File: config.mk
export PLATFORM = sky130hd
export DESIGN_NAME = dominos_input_ctrl
export DESIGN_NICKNAME = d
export VERILOG_FILES = /design/src/rtl/dominos_input_ctrl.sv
export SDC_FILE = /design/constraint.sdc
export NUM_CORES = 1
export LEC_CHECK = 0
export CAP_MARGIN = 20
export CORE_MARGIN = 4
export CORE_UTILIZATION = 50
export DETAILED_ROUTE_END_ITERATION = 8
export GPL_ROUTABILITY_DRIVEN = 0
export HOLD_SLACK_MARGIN = 0.06
export PLACE_DENSITY = 0.72
export SLEW_MARGIN = 20
export SYNTH_ARGS = -nofsm -noshare
export SYNTH_HDL_FRONTEND = slang
export SYNTH_SLANG_ARGS = --single-unit
export TNS_END_PERCENT = 100
File: constraint.sdc
create_clock -name clk_sys -period 5.2 [get_ports clk_sys]
set_input_delay 1.56 -clock clk_sys [delete_from_list [all_inputs] [get_ports clk_sys]]
set_output_delay 1.56 -clock clk_sys [all_outputs]
set_load 0.03 [all_outputs]
File: src/rtl/dominos_input_ctrl.sv
// Dominos player-input front end: PS/2 + HPS joysticks to the core's
// active-low control pins, with opposing-direction cancel and coin stretching.
module dominos_input_ctrl #(
  parameter int            CW         = 20,
  parameter logic [CW-1:0] COIN_PULSE = 20'd600000,
  parameter logic [CW-1:0] COIN_GAP   = 20'd240000
) (
  input  logic        clk_sys,
  input  logic        reset,
  input  logic [10:0] ps2_key,
  input  logic [15:0] joystick_0,
  input  logic [15:0] joystick_1,
  output logic        coin1_n,
  output logic        coin2_n,
  output logic        start1_n,
  output logic        start2_n,
  output logic        up1_n,
  output logic        down1_n,
  output logic        left1_n,
  output logic        right1_n,
  output logic        up2_n,
  output logic        down2_n,
  output logic        left2_n,
  output logic        right2_n
);

  typedef enum logic [1:0] {
    C_IDLE,
    C_PULSE,
    C_GAP
  } coin_st_e;

  localparam int K_UP = 0;
  localparam int K_DN = 1;
  localparam int K_LT = 2;
  localparam int K_RT = 3;
  localparam int K_C1 = 4;
  localparam int K_C2 = 5;
  localparam int K_S1 = 6;
  localparam int K_S2 = 7;

  logic [10:0]   ps2_s1_q, ps2_s2_q;
  logic [6:0]    j0_s1_q, j0_s2_q;
  logic [6:0]    j1_s1_q, j1_s2_q;
  logic          tog_old_q, primed_q;
  logic          evt;
  logic [7:0]    key_q, key_d;
  logic [3:0]    dir1, dir2;
  logic [3:0]    dir1_n_d, dir1_n_q;
  logic [3:0]    dir2_n_d, dir2_n_q;
  logic [1:0]    start_n_d, start_n_q;
  logic [1:0]    creq, creq_q;
  logic [1:0]    coin_n_d, coin_n_q;
  coin_st_e      st_q  [2];
  coin_st_e      st_d  [2];
  logic [CW-1:0] cnt_q [2];
  logic [CW-1:0] cnt_d [2];

  logic unused_joy;
  assign unused_joy = ^{joystick_0[15:7], joystick_1[15:7]};

  // Direction nibbles are {U,D,L,R}, matching joystick bits [3:0].
  function automatic logic [3:0] resolve(input logic [3:0] d);
    resolve[3] = d[3] & ~d[2];
    resolve[2] = d[2] & ~d[3];
    resolve[1] = d[1] & ~d[0];
    resolve[0] = d[0] & ~d[1];
  endfunction

  always_ff @(posedge clk_sys or posedge reset) begin
    if (reset) begin
      ps2_s1_q  <= '0;
      ps2_s2_q  <= '0;
      j0_s1_q   <= '0;
      j0_s2_q   <= '0;
      j1_s1_q   <= '0;
      j1_s2_q   <= '0;
      tog_old_q <= 1'b0;
      primed_q  <= 1'b0;
      key_q     <= '0;
    end else begin
      ps2_s1_q  <= ps2_key;
      ps2_s2_q  <= ps2_s1_q;
      j0_s1_q   <= joystick_0[6:0];
      j0_s2_q   <= j0_s1_q;
      j1_s1_q   <= joystick_1[6:0];
      j1_s2_q   <= j1_s1_q;
      tog_old_q <= ps2_s2_q[10];
      primed_q  <= 1'b1;
      key_q     <= key_d;
    end
  end

  always_comb begin
    key_d = key_q;
    evt   = primed_q && (ps2_s2_q[10] != tog_old_q);
    if (evt) begin
      unique case (1'b1)
        ps2_s2_q[7:0] == 8'h75:  key_d[K_UP] = ps2_s2_q[9];
        ps2_s2_q[7:0] == 8'h72:  key_d[K_DN] = ps2_s2_q[9];
        ps2_s2_q[7:0] == 8'h6B:  key_d[K_LT] = ps2_s2_q[9];
        ps2_s2_q[7:0] == 8'h74:  key_d[K_RT] = ps2_s2_q[9];
        ps2_s2_q[8:0] == 9'h029: key_d[K_C1] = ps2_s2_q[9];
        ps2_s2_q[8:0] == 9'h014: key_d[K_C2] = ps2_s2_q[9];
        ps2_s2_q[8:0] == 9'h005: key_d[K_S1] = ps2_s2_q[9];
        ps2_s2_q[8:0] == 9'h006: key_d[K_S2] = ps2_s2_q[9];
        default: ;
      endcase
    end
  end

  always_comb begin
    dir1 = {key_q[K_UP], key_q[K_DN], key_q[K_LT], key_q[K_RT]}
         | j0_s2_q[3:0];
    dir2 = j1_s2_q[3:0];
    dir1_n_d = ~resolve(dir1);
    dir2_n_d = ~resolve(dir2);
    start_n_d[0] = ~(key_q[K_S1] | j0_s2_q[5] | j1_s2_q[5]);
    start_n_d[1] = ~(key_q[K_S2] | j0_s2_q[6] | j1_s2_q[6]);
    creq[0] = key_q[K_C1] | j0_s2_q[4];
    creq[1] = key_q[K_C2] | j1_s2_q[4];
  end

  // Edges arriving outside IDLE are dropped; creq_q still tracks every cycle.
  always_comb begin
    for (int i = 0; i < 2; i++) begin
      st_d[i]  = st_q[i];
      cnt_d[i] = cnt_q[i];
      unique case (st_q[i])
        C_IDLE: begin
          if (creq[i] && !creq_q[i]) begin
            st_d[i]  = C_PULSE;
            cnt_d[i] = COIN_PULSE - 1'b1;
          end
        end
        C_PULSE: begin
          if (cnt_q[i] == '0) begin
            if (COIN_GAP == '0) begin
              st_d[i] = C_IDLE;
            end else begin
              st_d[i]  = C_GAP;
              cnt_d[i] = COIN_GAP - 1'b1;
            end
          end else begin
            cnt_d[i] = cnt_q[i] - 1'b1;
          end
        end
        C_GAP: begin
          if (cnt_q[i] == '0) begin
            st_d[i] = C_IDLE;
          end else begin
            cnt_d[i] = cnt_q[i] - 1'b1;
          end
        end
        default: st_d[i] = C_IDLE;
      endcase
      coin_n_d[i] = (st_d[i] != C_PULSE);
    end
  end

  always_ff @(posedge clk_sys or posedge reset) begin
    if (reset) begin
      for (int i = 0; i < 2; i++) begin
        st_q[i]  <= C_IDLE;
        cnt_q[i] <= '0;
      end
      creq_q    <= '0;
      coin_n_q  <= 2'b11;
      start_n_q <= 2'b11;
      dir1_n_q  <= 4'hF;
      dir2_n_q  <= 4'hF;
    end else begin
      for (int i = 0; i < 2; i++) begin
        st_q[i]  <= st_d[i];
        cnt_q[i] <= cnt_d[i];
      end
      creq_q    <= creq;
      coin_n_q  <= coin_n_d;
      start_n_q <= start_n_d;
      dir1_n_q  <= dir1_n_d;
      dir2_n_q  <= dir2_n_d;
    end
  end

  assign coin1_n  = coin_n_q[0];
  assign coin2_n  = coin_n_q[1];
  assign start1_n = start_n_q[0];
  assign start2_n = start_n_q[1];
  assign up1_n    = dir1_n_q[3];
  assign down1_n  = dir1_n_q[2];
  assign left1_n  = dir1_n_q[1];
  assign right1_n = dir1_n_q[0];
  assign up2_n    = dir2_n_q[3];
  assign down2_n  = dir2_n_q[2];
  assign left2_n  = dir2_n_q[1];
  assign right2_n = dir2_n_q[0];

endmodule

==> results.md <==
* Setup Skew at 12.3 ps
* Yosys top cell area share at 0.511
* Clk sink count at 118
* Final nets at 576
* Cells after Synth at 471
* DIE HEIGHT at 110 µm
* Clk_lat worst skew at 510 ps
* Final ANT Viol Nets at 0
* Crit start category: flip-flop
* Slowest-stage cell, CP: clkdlybuf4s50_1
* Unique masters post-synth at 69
* Final WS setup at 1940 ps
* Status: completed
* Synth warnings at 0
* WL/cell at 15.9 µm
* Number of global-route vias before repair at 3720
* Clock Pin Slew Worst Setup and Hold Paths at 60 ps
* Mapped cell area at 5190 µm²
* Clock power frac at 0.365
* Rel. slew slack at 0.398
* Final period util at 0.627
* Total wire length at 10600 µm
* Pre-CTS WS at 2120 ps
* Worst vdd ir at 0.269 mV
* Top cells by area, synth: dfrtp_1 (51%), dfstp_2 (6.1%), o21ai_0 (4.4%)
* Die area at 12100 µm²
* RSZ-0062 raised after global routing: no
* Worst-margin pin slew at 903 ps
* CP top delay family: buffers and inverters
* Postcts setup bufs at 0
* Net switching power at 0.00114 W
* Critical path buffers and inverters at 1
* Hold Fails Final Rpt at 0
* Hold buffer count at CTS at 0
* Final period demand of the worst path at 3260 ps
* Utilization after layout at 0.633
* CTS tree: done
* Gate power share at 0.262
* Min-Delay Path Class: flip-flop to flip-flop
* Post-synthesis sequential area ratio at 0.572
* Number of vias per cell at 5.76
* Top Ports at 57
* Avg Cell Area, Syn at 11.0 µm²
* Initial Utilization at 0.521
* Critical path peak fanout at 1
* Dpl hpwl at 6940 µm
* Pint at 0.00216 W
* Initial antenna violation count at 0
* Total track usage at 0.195
* Row count at 36
* Dominant cell by count in the synthesized netlist: dfrtp_1
* PwrDens at 524 nW/µm²
* Syn nets at 528
* CP peak stage delay at 670 ps
* Post-synth top flop: dfrtp_1
* Synth Area in Simple Gates at 0.167
* Synthesis-stage register bit count at 118
* Largest net degree at the start of global routing at 78
* Inserted Clock Buffers at 17
* Post-CTS sizing at 0
* Die Wd at 110 µm
* Area share of fa/ha/maj cells after synthesis at 0.0289
* Max Cap Viol at 0
* FMAX at 307 MHz
* CORE AREA at 9950 µm²
* Setup_tns at 0 ps
* Residual DRC at 0
* EDFF count, synth at 0
* Switching Fraction at 0.345
* Crit end category: primary output
* # port buffers at 38
* Via count at 3829
* Mux cell area share after synthesis at 0.0193
* Leak pwr at 2.67 nW
* First-pass GRT wire length at 18100 µm
* Crit path DAT at 1700 ps
* Grt ovf at 0
* Largest family of logic cells by synthesized area: compound AO/OA/AOI/OAI gates
* Htree depth at 4
* Setup violators final at 0
* Ratio of cells with drive above 1 in the final layout at 0.150
* Total power at 0.00330 W
* Commonest cells post-synth: dfrtp_1 (106), o21ai_0 (46), nor2_1 (40)
* Xor-xnor portion of the synthesized cell area at 0.00338
* P&R area growth vs syn at 21.5%
* Slew Viols, Final at 0
* Ant diodes at 0
* Worst EP required at 3640 ps
* Sequential group share of total power at 0.373
* Clk buf depth at 2
* Largest area contributor in the netlist: dfrtp_1
* WS Path Type: flip-flop to primary output
* DRT Pass-1 Iters at 5
* Compound-Gate Fraction of Synth Area at 0.181
* Post-synth ARST share at 1.00
* Cells along the critical path: clkdlybuf4s50_1
* Initial DRC count at 241
* Clk Tree Root Cell: clkbuf_8
## area by class of cell
class                           count  area, µm²
Multi-Input combinational cell    321       2080
Tap cell                          133        166
Clock buffer                       18        428
Inverter                           21       81.3
Fill cell                         762       3650
Timing Repair Buffer               40        395
Sequential cell                   118       2970
Clock inverter                     14        188
## per-layer routing
| metal | GRT usage | wire, µm | vias to the layer above |
|---|---|---|---|
| met5 | 0 | 0 | - |
| met4 | 0.0712 | 105 | 0 |
| met3 | 0.0528 | 581 | 9 |
| met2 | 0.314 | 5250 | 127 |
| met1 | 0.255 | 4640 | 1848 |
| li1 | - | - | 1845 |
## sequential cells by signal, summed over array words and instances (netlist names)
register / count
st_q: 4
primed_q: 1
ps2_s1_q: 11
tog_old_q: 1
cnt_q: 40
creq_q: 2
j0_s1_q: 7
j1_s2_q: 7
start_n_q: 2
dir2_n_q: 4
ps2_s2_q: 11
dir1_n_q: 4
j0_s2_q: 7
key_q: 8
coin_n_q: 2
j1_s1_q: 7
## kinds of logic (layout without fill, tap and decap cells)
kind of cell | count (synthesis) | after routing
AO/OA/AOI/OAI | 141 | 141
XOR/XNOR | 2 | 2
AND/OR/NAND/NOR | 156 | 156
other | 1 | 1
multiplexers | 9 | 9
buffers and inverters | 32 | 93
adder cells (fa/ha/maj) | 12 | 12
flip-flops | 118 | 118
## stage by stage
stage	std cells	area, µm²	hold WS [ps]
finish	665	6300	345
global route	665	6300	352
CTS	665	6300	348
detailed placement	633	5690	335
global placement	633	5690	332
floorplan	471	5190	331
## power groups by stage
| stage | registers [W] | clock network [W] | logic, W |
|---|---|---|---|
| 4_1_cts | 0.00123 | 0.00123 | 0.000861 |
| 5_1_grt | 0.00125 | 0.00128 | 0.000966 |
| 3_5_place_dp | 0.00124 | 0 | 0.000859 |
| 2_1_floorplan | 0.00123 | 0 | 0.000646 |
| 3_3_place_gp | 0.00123 | 0 | 0.000826 |
| 6_report | 0.00123 | 0.00121 | 0.000864 |
## placed cells by master, fill, tap and decap left out, drive strengths merged, types with 10 or more instances in the layout
| cell | n |
|---|---|
| a21oi | 30 |
| a31oi | 16 |
| clkbuf | 18 |
| clkdlybuf4s50 | 38 |
| dfrtp | 106 |
| dfstp | 12 |
| ha | 12 |
| inv | 29 |
| nand2 | 19 |
| nand3 | 10 |
| nor2 | 40 |
| nor3 | 25 |
| nor4 | 12 |
| o21ai | 48 |
## final timing paths
| kind | cells after the start | startpoint | slack (ps) | end |
|---|---|---|---|---|
| max reg2reg | 5 | cnt_q[6] | 2560 | cnt_q[15] |
| max | 1 | dir1_n_q[0] | 1940 | right1_n |
| min in group asynchronous | 2 | reset | 1590 | j1_s1_q[3] |
| min reg2reg | 0 | ps2_s1_q[4] | 340 | ps2_s2_q[4] |
| max in group asynchronous | 3 | reset | 2740 | dir2_n_q[1] |
| min | 0 | ps2_s1_q[4] | 340 | ps2_s2_q[4] |
Power figures use the tool's default switching activity.
